==> config.mk <==
export PLATFORM = sky130hd
export DESIGN_NAME = hazard_ctrl
export DESIGN_NICKNAME = d
export VERILOG_FILES = /design/src/rtl/hazard_pkg.sv /design/src/rtl/hazard_ctrl_fwd_match.sv /design/src/rtl/hazard_ctrl.sv
export SDC_FILE = /design/constraint.sdc
export NUM_CORES = 1
export LEC_CHECK = 0
export ABC_CLOCK_PERIOD_IN_PS = 1810
export BUFFER_PORTS_ARGS = -buffer_cell sky130_fd_sc_hd__buf_2
export CORE_MARGIN = 1
export CORE_UTILIZATION = 46
export CTS_CLUSTER_SIZE = 28
export DETAILED_ROUTE_END_ITERATION = 6
export PLACE_DENSITY = 0.76
export SLEW_MARGIN = 20
export SYNTH_ARGS = -nofsm -noshare
export SYNTH_HDL_FRONTEND = slang
export SYNTH_SLANG_ARGS = --single-unit
==> constraint.sdc <==
create_clock -name clk -period 1.81 [get_ports clk]
set_clock_uncertainty 0.15 [all_clocks]
set_input_delay 0.0905 -clock clk [delete_from_list [all_inputs] [get_ports clk]]
set_output_delay 0.0905 -clock clk [all_outputs]
set_load 0.01 [all_outputs]
==> src/rtl/hazard_pkg.sv <==
// hazard_pkg: shared state, EX-record type and widths for hazard_ctrl.
package hazard_pkg;
    localparam int CNT_W = 16;
    // EX record stores rd at a fixed maximum width so the struct is parameter-free
    localparam int RD_W = 8;
    typedef enum logic {RUN, FLUSH} ctrl_state_t;
    typedef struct packed {
        logic            valid;
        logic [RD_W-1:0] rd;
        logic            wr_en;
        logic            is_load;
    } ex_rec_t;
endpackage

==> src/rtl/hazard_ctrl_fwd_match.sv <==
// fwd_match: compares one decode source operand against the EX record.
module fwd_match
    import hazard_pkg::*;
#(
    parameter int REG_W = 5
) (
    input  logic             use_rs,
    input  logic [REG_W-1:0] rs,
    input  ex_rec_t          ex,
    output logic             fwd,
    output logic             load_use
);
    logic match;
    assign match    = use_rs && ex.valid && ex.wr_en && ex.rd != '0 && ex.rd == RD_W'(rs);
    assign fwd      = match && !ex.is_load;
    assign load_use = match && ex.is_load;
endmodule

==> src/rtl/hazard_ctrl.sv <==
// hazard_ctrl: EX-stage forwarding/load-use stall/branch flush controller.
// Define HAZARD_CNT_EN to add saturating stall/flush/forward event counters.
module hazard_ctrl
    import hazard_pkg::*;
#(
    parameter int REG_W     = 5,
    parameter int FLUSH_CYC = 2
) (
    input  logic             clk,
    input  logic             rst,
    input  logic             id_valid,
    input  logic [REG_W-1:0] id_rs1,
    input  logic [REG_W-1:0] id_rs2,
    input  logic             id_use_rs1,
    input  logic             id_use_rs2,
    input  logic [REG_W-1:0] id_rd,
    input  logic             id_wr_en,
    input  logic             id_is_load,
    input  logic             id_a_pc,
    input  logic             id_b_imm,
    input  logic             ex_branch_taken,
    output logic             A1_sel,
    output logic             B1_sel,
    output logic             A2_sel,
    output logic             B2_sel,
    output logic             stall,
    output logic             flush
`ifdef HAZARD_CNT_EN
    ,
    output logic [CNT_W-1:0] stall_cnt,
    output logic [CNT_W-1:0] flush_cnt,
    output logic [CNT_W-1:0] fwd_cnt
`endif
);
    ctrl_state_t state;
    logic [2:0]  fcnt;
    ex_rec_t     ex;
    ex_rec_t     id_rec;
    logic        fwd1, fwd2, lu1, lu2, xfer;

    fwd_match #(.REG_W(REG_W)) u_m1 (.use_rs(id_use_rs1), .rs(id_rs1), .ex(ex), .fwd(fwd1), .load_use(lu1));
    fwd_match #(.REG_W(REG_W)) u_m2 (.use_rs(id_use_rs2), .rs(id_rs2), .ex(ex), .fwd(fwd2), .load_use(lu2));

    assign id_rec = '{valid: id_valid, rd: RD_W'(id_rd), wr_en: id_wr_en, is_load: id_is_load};
    // a taken branch overrides a load-use stall and kills the decode slot
    assign stall  = state == RUN && id_valid && (lu1 || lu2) && !ex_branch_taken;
    assign xfer   = state == RUN && !stall && !ex_branch_taken;

    always_ff @(posedge clk or negedge rst) begin
        if (!rst) begin
            state  <= RUN;
            fcnt   <= '0;
            flush  <= 1'b0;
            ex     <= '0;
            A1_sel <= 1'b0;
            B1_sel <= 1'b0;
            A2_sel <= 1'b0;
            B2_sel <= 1'b0;
        end else begin
            ex     <= xfer ? id_rec : '0;
            A1_sel <= xfer && id_valid && fwd1;
            B1_sel <= xfer && id_valid && fwd2;
            A2_sel <= xfer && id_valid && id_a_pc;
            B2_sel <= xfer && id_valid && id_b_imm;
            if (state == RUN) begin
                if (ex_branch_taken) begin
                    state <= FLUSH;
                    fcnt  <= 3'(FLUSH_CYC - 1);
                    flush <= 1'b1;
                end
            end else if (fcnt == '0) begin
                state <= RUN;
                flush <= 1'b0;
            end else begin
                fcnt <= fcnt - 3'd1;
            end
        end
    end

`ifdef HAZARD_CNT_EN
    always_ff @(posedge clk or negedge rst) begin
        if (!rst) begin
            stall_cnt <= '0;
            flush_cnt <= '0;
            fwd_cnt   <= '0;
        end else begin
            stall_cnt <= stall_cnt + CNT_W'(stall && stall_cnt != '1);
            flush_cnt <= flush_cnt + CNT_W'(flush && flush_cnt != '1);
            fwd_cnt   <= fwd_cnt + CNT_W'((A1_sel || B1_sel) && fwd_cnt != '1);
        end
    end
`endif
endmodule
## After elaboration in Yosys (flattened, before gate mapping)

Cells that the tools add are included.

- Muxes and demuxes: 10
- Add/sub/neg operators: 1
- Reductions and logical operators: 31
- Equal/unequal tests: 4
- Bitwise logic cells: 1

Operators with widths:

| operator | count |
|---|---|
| $logic_and A1 B1 Y1 | 22 |
| $eq A8 B5 Y1 | 2 |
| $mux W11 | 1 |
| $mux W3 | 3 |
| $reduce_bool A8 Y1 | 1 |
| $mux W1 | 6 |
| $reduce_and A2 Y1 | 2 |
| $logic_not A1 Y1 | 3 |
| $logic_not A3 Y1 | 1 |
| $sub A3 B1 Y3 const B | 1 |
| $ne A2 B1 Y1 const B | 1 |
| $ne A2 B2 Y1 const B | 1 |
| $reduce_bool A2 Y1 | 1 |
| $logic_or A1 B1 Y1 | 1 |
| $not A1 Y1 | 1 |

- Bits in registers: 20
- Bits of input ports: 25
- Logic and storage cells: 58

## Longest topological paths before layout

Gate-level depths: netlist of the first run.

- Depth after elaboration: 13
- Gate-level depth with buffers: 6

## Cells and area by module

Synthesis of the first run repeated with hierarchy kept, for this count alone.

- Cell total of the unflattened synthesis: 85
- Area total of the unflattened synthesis: 939.7 um2

By module, submodules not included:

| module | instances | area an instance (um2) | seq. area each (um2) | cells each |
|---|---|---|---|---|
| hazard_ctrl | 1 | 729.4 | 425.4 | 57 |
| fwd_match | 2 | 105.1 | 0.0 | 14 |

## Worst setup path before layout of the first run

Ideal clock, no wire load.

- Path kind: reg2out
- From: register, netlist name ex[6]
- To: output port stall
- Path buffers: 0
- Slack: 0.132 ns
- Cell stages (with the launch flop): 6
- Required time: 1.569 ns
- Arrival time: 1.437 ns
- Cell sequence: dfrtp_1 > xor2_1 > nor4_1 > nand3_2 > a21oi_2 > nor2b_1

- Word-level cells in the longest chain between the ends: 7

RTL lines:

| what | RTL line | text |
|---|---|---|
| $reduce_bool A8 Y1 | hazard_ctrl_fwd_match.sv:14 | `assign match = use_rs && ex.valid && ex.wr_en && ex.rd != '0 && ex.rd == RD_W'(rs);` |
| $logic_and A1 B1 Y1 (2 in a row) | hazard_ctrl_fwd_match.sv:14 |  |
| $logic_and A1 B1 Y1 | hazard_ctrl_fwd_match.sv:16 | `assign load_use = match && ex.is_load;` |
| $logic_or A1 B1 Y1 (*) | hazard_ctrl.sv:46 | `assign stall = state == RUN && id_valid && (lu1 \|\| lu2) && !ex_branch_taken;` |
| $logic_and A1 B1 Y1 (*) (2 in a row) | hazard_ctrl.sv:46 |  |
| end: declaration | hazard_ctrl.sv:26 | `output logic stall,` |

Mark *: on every way between the ends. The rest lies on a longest branch, timed or not.

## Final worst setup path of the first run

- From: register, netlist name ex[2]
- To: output port stall

- Word-level cells in the longest chain between the ends: 7

RTL lines:

| what | RTL line |
|---|---|
| $reduce_bool A8 Y1 | hazard_ctrl_fwd_match.sv:14 |
| $logic_and A1 B1 Y1 (2 in a row) | hazard_ctrl_fwd_match.sv:14 |
| $logic_and A1 B1 Y1 | hazard_ctrl_fwd_match.sv:16 |
| $logic_or A1 B1 Y1 (*) | hazard_ctrl.sv:46 |
| $logic_and A1 B1 Y1 (*) (2 in a row) | hazard_ctrl.sv:46 |

Marked as above.

==> impl_metrics.env, run 1 <==
export IMPL_status="finished with violations"
export IMPL_failed_checks="DRC, setup timing"
export IMPL_whs_ns=0.00955
export IMPL_drt_wl_total_microns=1810
export IMPL_clock_path_buffers=2
export IMPL_grt_pass1_wl_microns=2950
export IMPL_gr_usage_all_layers_pct=21.9
export IMPL_power_density_nw_per_um2=920
export IMPL_vias=719
export IMPL_ir_drop_mv=0.719
export IMPL_drv_slew=0
export IMPL_worstMarginPinSlew_ns=0.360
export IMPL_numPortBuffers=30
export IMPL_min_period_ns=2.04
export IMPL_yosysSeqAreaShare_pct=52.6
export IMPL_detail_route_antenna_nets=0
export IMPL_worstSetupEndpointType="output port"
export IMPL_area_growth_pct=45.7
export IMPL_setup_viol=10
export IMPL_hpwl_microns=1200
export IMPL_path_cells="or3_1 -> o311a_1 -> nand2_1 -> a21oi_2 -> nor2b_1 -> buf_2"
export IMPL_worst_ep_required_time_ns=1.57
export IMPL_drt_iter0_drc=14
export IMPL_reg2regPathDepth=6
export IMPL_io_pins=31
export IMPL_floorplan_rows=14
export IMPL_utilization_pct=74.7
export IMPL_dieArea_sq_um=1930
export IMPL_diodes=0
export IMPL_grt_ovfl_total=0
export IMPL_synth_seq_cells=17
export IMPL_syn_nets=106
export IMPL_drt_wirelength_per_cell_microns=12.4
export IMPL_final_common_cell="buf_2"
export IMPL_worstHoldStart="id_use_rs1"
export IMPL_reg2reg_from="ex[2]"
export IMPL_syn_inst=79
export IMPL_maxCapViolCount=0
export IMPL_coreArea_sq_um=1580
export IMPL_yosysTopAreaCell="dfrtp_1"
export IMPL_die_h_microns=43.9
export IMPL_placed_cells=125
export IMPL_synthTopCellsByArea="dfrtp_1 53%, xor2_1 8.7%, nor2_1 6.5%"
export IMPL_yosys_area_top_type_share_pct=52.6
export IMPL_place_congestion=0.811
export IMPL_drc=3
export IMPL_cts_max_level=1
export IMPL_synthesis_area_sq_um=808
export IMPL_slowest_stage="dfrtp_1"
export IMPL_multi_input_area_sq_um=384
export IMPL_relSlewSlack_pct=76.0
export IMPL_clk_pin_slew_ns=0.09
export IMPL_yosysWarningCount=0
export IMPL_final_cell_mix="30 x buf_2, 17 x dfrtp_1, 14 x nor2_1, 14 x dlygate4sd3_1, 11 x nand2_1"
export IMPL_die_width_microns=43.9
export IMPL_cp_top_family="simple AND/OR/NAND/NOR gates"
export IMPL_hold_class="input port to register"
export IMPL_crit_path_start_kind="register"
export IMPL_antenna_found_initial=0
export IMPL_grt_pass1_vias=714
export IMPL_cp_depth=6
export IMPL_avgViaCountPerCell=4.96
export IMPL_stdcell_count=145
export IMPL_timing_rr_end="B2_sel"
export IMPL_hold_end="A1_sel"
export IMPL_setup_ws_ns=-0.234
export IMPL_drt_pre_antenna_iters=6
export IMPL_path_buf_inv=1
export IMPL_register_area_sq_um=425
export IMPL_arrival_ns=1.80
export IMPL_nets=157
export IMPL_nFillCells=114
export IMPL_worstHoldPathCells=4
export IMPL_critPathKind="register to output port"
export IMPL_initial_core_util_pct=51.3
export IMPL_p_leak_nw=0.615
export IMPL_cts_root_buf="clkbuf_4"
export IMPL_numCtsBuffers=3
export IMPL_cpPeakStageDelay_ns=0.41
export IMPL_period_share_pct=113
export IMPL_final_hold_viol_count=0
export IMPL_grt_max_degree=18
export IMPL_cts_sinks=17
export IMPL_cts_tree="yes"
export IMPL_tns_ns=-0.419
export IMPL_clock_latency_ns=0.28
export IMPL_r2r_slack_ns=-0.05
export IMPL_synth_cell_types=22
export IMPL_rsz0062_at_grt="yes"
export IMPL_max_freq_mhz=489
export IMPL_syn_area_per_cell_sq_um=10.2
export IMPL_drive_gt1_share_pct=34.1
export IMPL_cp_max_fo=3
kinds of logic after synthesis:
kind of cell | synth area share [%]
AND/OR/NAND/NOR | 21.2
flip-flops | 52.6
XOR/XNOR | 11.9
AO/OA/AOI/OAI | 8.36
buffers and inverters | 1.39
adder cells (fa/ha/maj) | 3.10
multiplexers | 1.39
Yosys cell counts:
| cell | number |
|---|---|
| nand3_1 | 1 |
| nor2b_1 | 2 |
| or3_1 | 1 |
| a21oi_2 | 2 |
| nand2_1 | 11 |
| nor4_1 | 2 |
| ha_1 | 2 |
| o21ai_0 | 1 |
| nand3_2 | 2 |
| xor2_1 | 8 |
| nor3b_1 | 2 |
| inv_1 | 2 |
| nor2_1 | 14 |
| a22o_1 | 2 |
| xnor2_1 | 3 |
| a22oi_1 | 1 |
| o311a_1 | 1 |
| nand2b_1 | 1 |
| clkbuf_1 | 1 |
| mux2_2 | 1 |
| a21oi_1 | 2 |
| dfrtp_1 | 17 |
state kept, by name, indices dropped and copies added, names as in the netlist:
signal and count:
A1_sel 1, A2_sel 1, B1_sel 1, B2_sel 1
ex 8, fcnt 3, flush 1, state 1
report_power, final:
group,switching (W),total [W],internal (W)
registers,0.0000597,0.000515,0.000455
logic,0.000181,0.000377,0.000195
clock network,0.000110,0.000192,0.0000821
total,0.000351,0.00108,0.000733
layout make-up:
type | count | share of cell area, %
Sequential cell | 17 | 36.1
Multi-Input combinational cell | 59 | 32.6
Timing Repair Buffer | 47 | 26.6
Clock buffer | 3 | 1.91
Tap cell | 16 | 1.70
Inverter | 2 | 0.638
Clock inverter | 1 | 0.425
worst max path at each step:
stage	startpoint	endpoint	slack, ns
2_1_floorplan	ex[6]	stall	0.13
6_report	ex[2]	stall	-0.23
4_1_cts	ex[2]	stall	-0.25
5_1_grt	ex[6]	stall	-0.32
3_5_place_dp	ex[5]	stall	-0.006
3_3_place_gp	ex[5]	stall	0.02
metrics by stage:
stage,cell area (sq um),setup WS [ns],total power [W]
after floorplan,808,0.132,0.000759
after global placement,982,0.0176,0.000849
after detailed placement,982,-0.00594,0.000864
after CTS,1170,-0.250,0.00109
after global routing,1180,-0.324,0.00118
final,1180,-0.234,0.00108
worst register-to-register path, stage by stage (launching register included):
cell and delay [ns]:
dfrtp_1 0.41, or3_1 0.38, o311a_1 0.33, nand2_1 0.10, a21oi_2 0.04, buf_4 0.14, nor3b_1 0.21
timing repair:
action,CTS,global route
endpoints found under the setup margin,1,11
buffers inserted,2,0
hold endpoints to repair,29,0
resized for setup,1,1
cloned,0,0
pin swaps,3,6
hold buffers,14,0
routing by layer:
layer / part of all wire (%) / track usage, % / vias to the layer above
li1: - / - / 361
met1: 40 / 24.1 / 337
met2: 55 / 40.0 / 19
met3: 4.1 / 7.50 / 2
met4: 0.72 / 5.45 / 0
met5: 0 / 0 / -
Note: power is estimated with default switching activity, not from simulation.
==> run 2: changes to the inputs <==
--- a/config.mk
+++ b/config.mk
@@ -8,10 +8,11 @@
 export ABC_CLOCK_PERIOD_IN_PS = 1810
 export BUFFER_PORTS_ARGS = -buffer_cell sky130_fd_sc_hd__buf_2
 export CORE_MARGIN = 1
-export CORE_UTILIZATION = 46
+export CORE_UTILIZATION = 45
 export CTS_CLUSTER_SIZE = 28
 export DETAILED_ROUTE_END_ITERATION = 6
-export PLACE_DENSITY = 0.76
+export GPL_TIMING_DRIVEN = 0
+export PLACE_DENSITY = 0.74
 export SLEW_MARGIN = 20
 export SYNTH_ARGS = -nofsm -noshare
 export SYNTH_HDL_FRONTEND = slang
==> impl_metrics.env, run 2 (synthesis results as in run 1) <==
export IMPL_failed_checks="setup timing"
export IMPL_crit_path_start_kind="register"
export IMPL_antenna_found_initial=0
export IMPL_clk_pin_slew_ns=0.09
export IMPL_clock_path_buffers=2
export IMPL_cts_sinks=17
export IMPL_dp_slack_ns=-0.0238
export IMPL_initial_core_util_pct=50.7
export IMPL_maxCapViolCount=0
export IMPL_timing_rr_end="A2_sel"
export IMPL_setup_ws_ns=-0.285
export IMPL_final_cell_mix="30 x buf_2, 17 x dfrtp_1, 16 x dlygate4sd3_1, 14 x nor2_1, 11 x nand2_1"
export IMPL_arrival_ns=1.85
export IMPL_max_freq_mhz=477
export IMPL_place_congestion=0.787
export IMPL_die_width_microns=44.4
export IMPL_gr_usage_all_layers_pct=20.7
export IMPL_nFillCells=122
export IMPL_slowest_stage="dfrtp_1"
export IMPL_hold_class="input port to asynchronous set/reset pin"
export IMPL_drt_wirelength_per_cell_microns=11.2
export IMPL_rsz0062_at_grt="yes"
export IMPL_numPortBuffers=30
export IMPL_cp_max_fo=3
export IMPL_wl_met1_microns=766
export IMPL_drc=0
export IMPL_io_pins=31
export IMPL_path_buf_inv=1
export IMPL_drt_wl_total_microns=1760
export IMPL_status="finished with violations"
export IMPL_hpwl_microns=1140
export IMPL_final_common_cell="buf_2"
export IMPL_worstSetupEndpointType="output port"
export IMPL_relSlewSlack_pct=73.9
export IMPL_cts_max_level=1
export IMPL_dpl_cell_area_sq_um=988
export IMPL_grt_max_degree=18
export IMPL_placed_cells=133
export IMPL_numCtsBuffers=3
export IMPL_dieArea_sq_um=1970
export IMPL_detail_route_antenna_nets=0
export IMPL_tns_ns=-0.589
export IMPL_drive_gt1_share_pct=34.6
export IMPL_cp_top_family="simple AND/OR/NAND/NOR gates"
export IMPL_regMostFlops="ex"
export IMPL_drt_iter0_drc=5
export IMPL_fin_area_sq_um=1230
export IMPL_grt_pass1_vias=741
export IMPL_r2r_slack_ns=-0.15
export IMPL_path_cells="or3_1 -> o311a_1 -> nand2_1 -> a21oi_2 -> nor2b_1 -> buf_2"
export IMPL_reg2regPathDepth=7
export IMPL_worstMarginPinSlew_ns=0.391
export IMPL_largest_reg_flops=8
export IMPL_floorplan_rows=14
export IMPL_area_growth_pct=51.9
export IMPL_min_period_ns=2.10
export IMPL_nets=161
export IMPL_met2_length_microns=926
export IMPL_critPathKind="register to output port"
export IMPL_stdcell_count=157
export IMPL_diodes=0
export IMPL_top_regs="ex x8, fcnt x3"
export IMPL_drt_pre_antenna_iters=3
export IMPL_cts_tree="yes"
export IMPL_p_leak_nw=0.632
export IMPL_vias=741
export IMPL_grt_pass1_wl_microns=2940
export IMPL_cts_root_buf="clkbuf_4"
export IMPL_power_density_nw_per_um2=885
export IMPL_final_hold_viol_count=0
export IMPL_drv_slew=0
export IMPL_setup_viol=4
export IMPL_power_total_w=0.00109
export IMPL_reg2reg_from="ex[2]"
export IMPL_period_share_pct=116
export IMPL_worst_ep_required_time_ns=1.57
export IMPL_dr_wl_met3_microns=62
export IMPL_ir_drop_mv=0.649
export IMPL_clock_latency_ns=0.29
export IMPL_top_layer="met4"
export IMPL_grt_ovfl_total=0
export IMPL_die_h_microns=44.4
export IMPL_coreArea_sq_um=1590
export IMPL_avgViaCountPerCell=4.72
export IMPL_cpPeakStageDelay_ns=0.42
run 2: cell count changes in the layout (fill, tap and decap cells not counted):
| cell | previous run | this run |
|---|---|---|
| dlygate4sd3_1 | 14 | 16 |
| buf_6 | 0 | 1 |
| nor3b_2 | 0 | 1 |
| nor3b_1 | 2 | 1 |
| clkbuf_1 | 0 | 1 |
run 2: worst max path at each step:
stage / start / endpoint / slack (ns) / depth (start not counted)
CTS: ex[2] / stall / -0.25 / 6
floorplan: ex[6] / stall / 0.13 / 5
finish: ex[2] / stall / -0.29 / 6
detailed placement: ex[2] / stall / -0.02 / 6
global route: ex[6] / stall / -0.39 / 6
global placement: ex[2] / stall / -0.05 / 6
run 2: per-stage QoR:
| stage | hold slack (ns) | util, % |
|---|---|---|
| after floorplan | -0.355 | - |
| after global placement | -0.125 | 62.0 |
| after detailed placement | -0.123 | 62.0 |
| after CTS | 0.0891 | 74.6 |
| after global routing | 0.106 | 77.0 |
| final | 0.0931 | 77.0 |
run 2: timing repair:
action,4_1_cts,5_1_grt
hold buffers,16,0
pin swaps,2,5
endpoints found under the hold margin,30,0
setup buffers,1,3
resized for setup,1,3
endpoints found under the setup margin,8,11
run 2: area by class of cell:
class,instances,area (sq um),area share (%)
Inverter,2,7.51,0.612
Clock buffer,3,22.5,1.83
Clock inverter,1,5.00,0.408
Sequential cell,17,425,34.7
Multi-Input combinational cell,59,389,31.7
Timing Repair Buffer,50,344,28.0
Tap cell,24,30.0,2.45
Buffer,1,3.75,0.306
run 2: per-layer routing:
metal | GRT usage (%) | up-vias
li1 | - | 371
met1 | 22.6 | 349
met2 | 39.4 | 19
met3 | 6.12 | 2
met4 | 3.64 | 0
met5 | 0 | -
run 2: worst register-to-register path, delay by kind of cell (launching register included):
family	cells	cell delay, ns
buffers and inverters	2	0.24
and+or+nand+nor	3	0.65
AOI/OAI and AO/OA	2	0.41
DFF	1	0.42
run 2: power breakdown:
part           switching [W]  internal (W)  leakage, nW
Sequential         0.0000588      0.000455        0.225
Clock               0.000114     0.0000822       0.0177
Combinational       0.000178      0.000198        0.390
Total               0.000351      0.000735        0.632
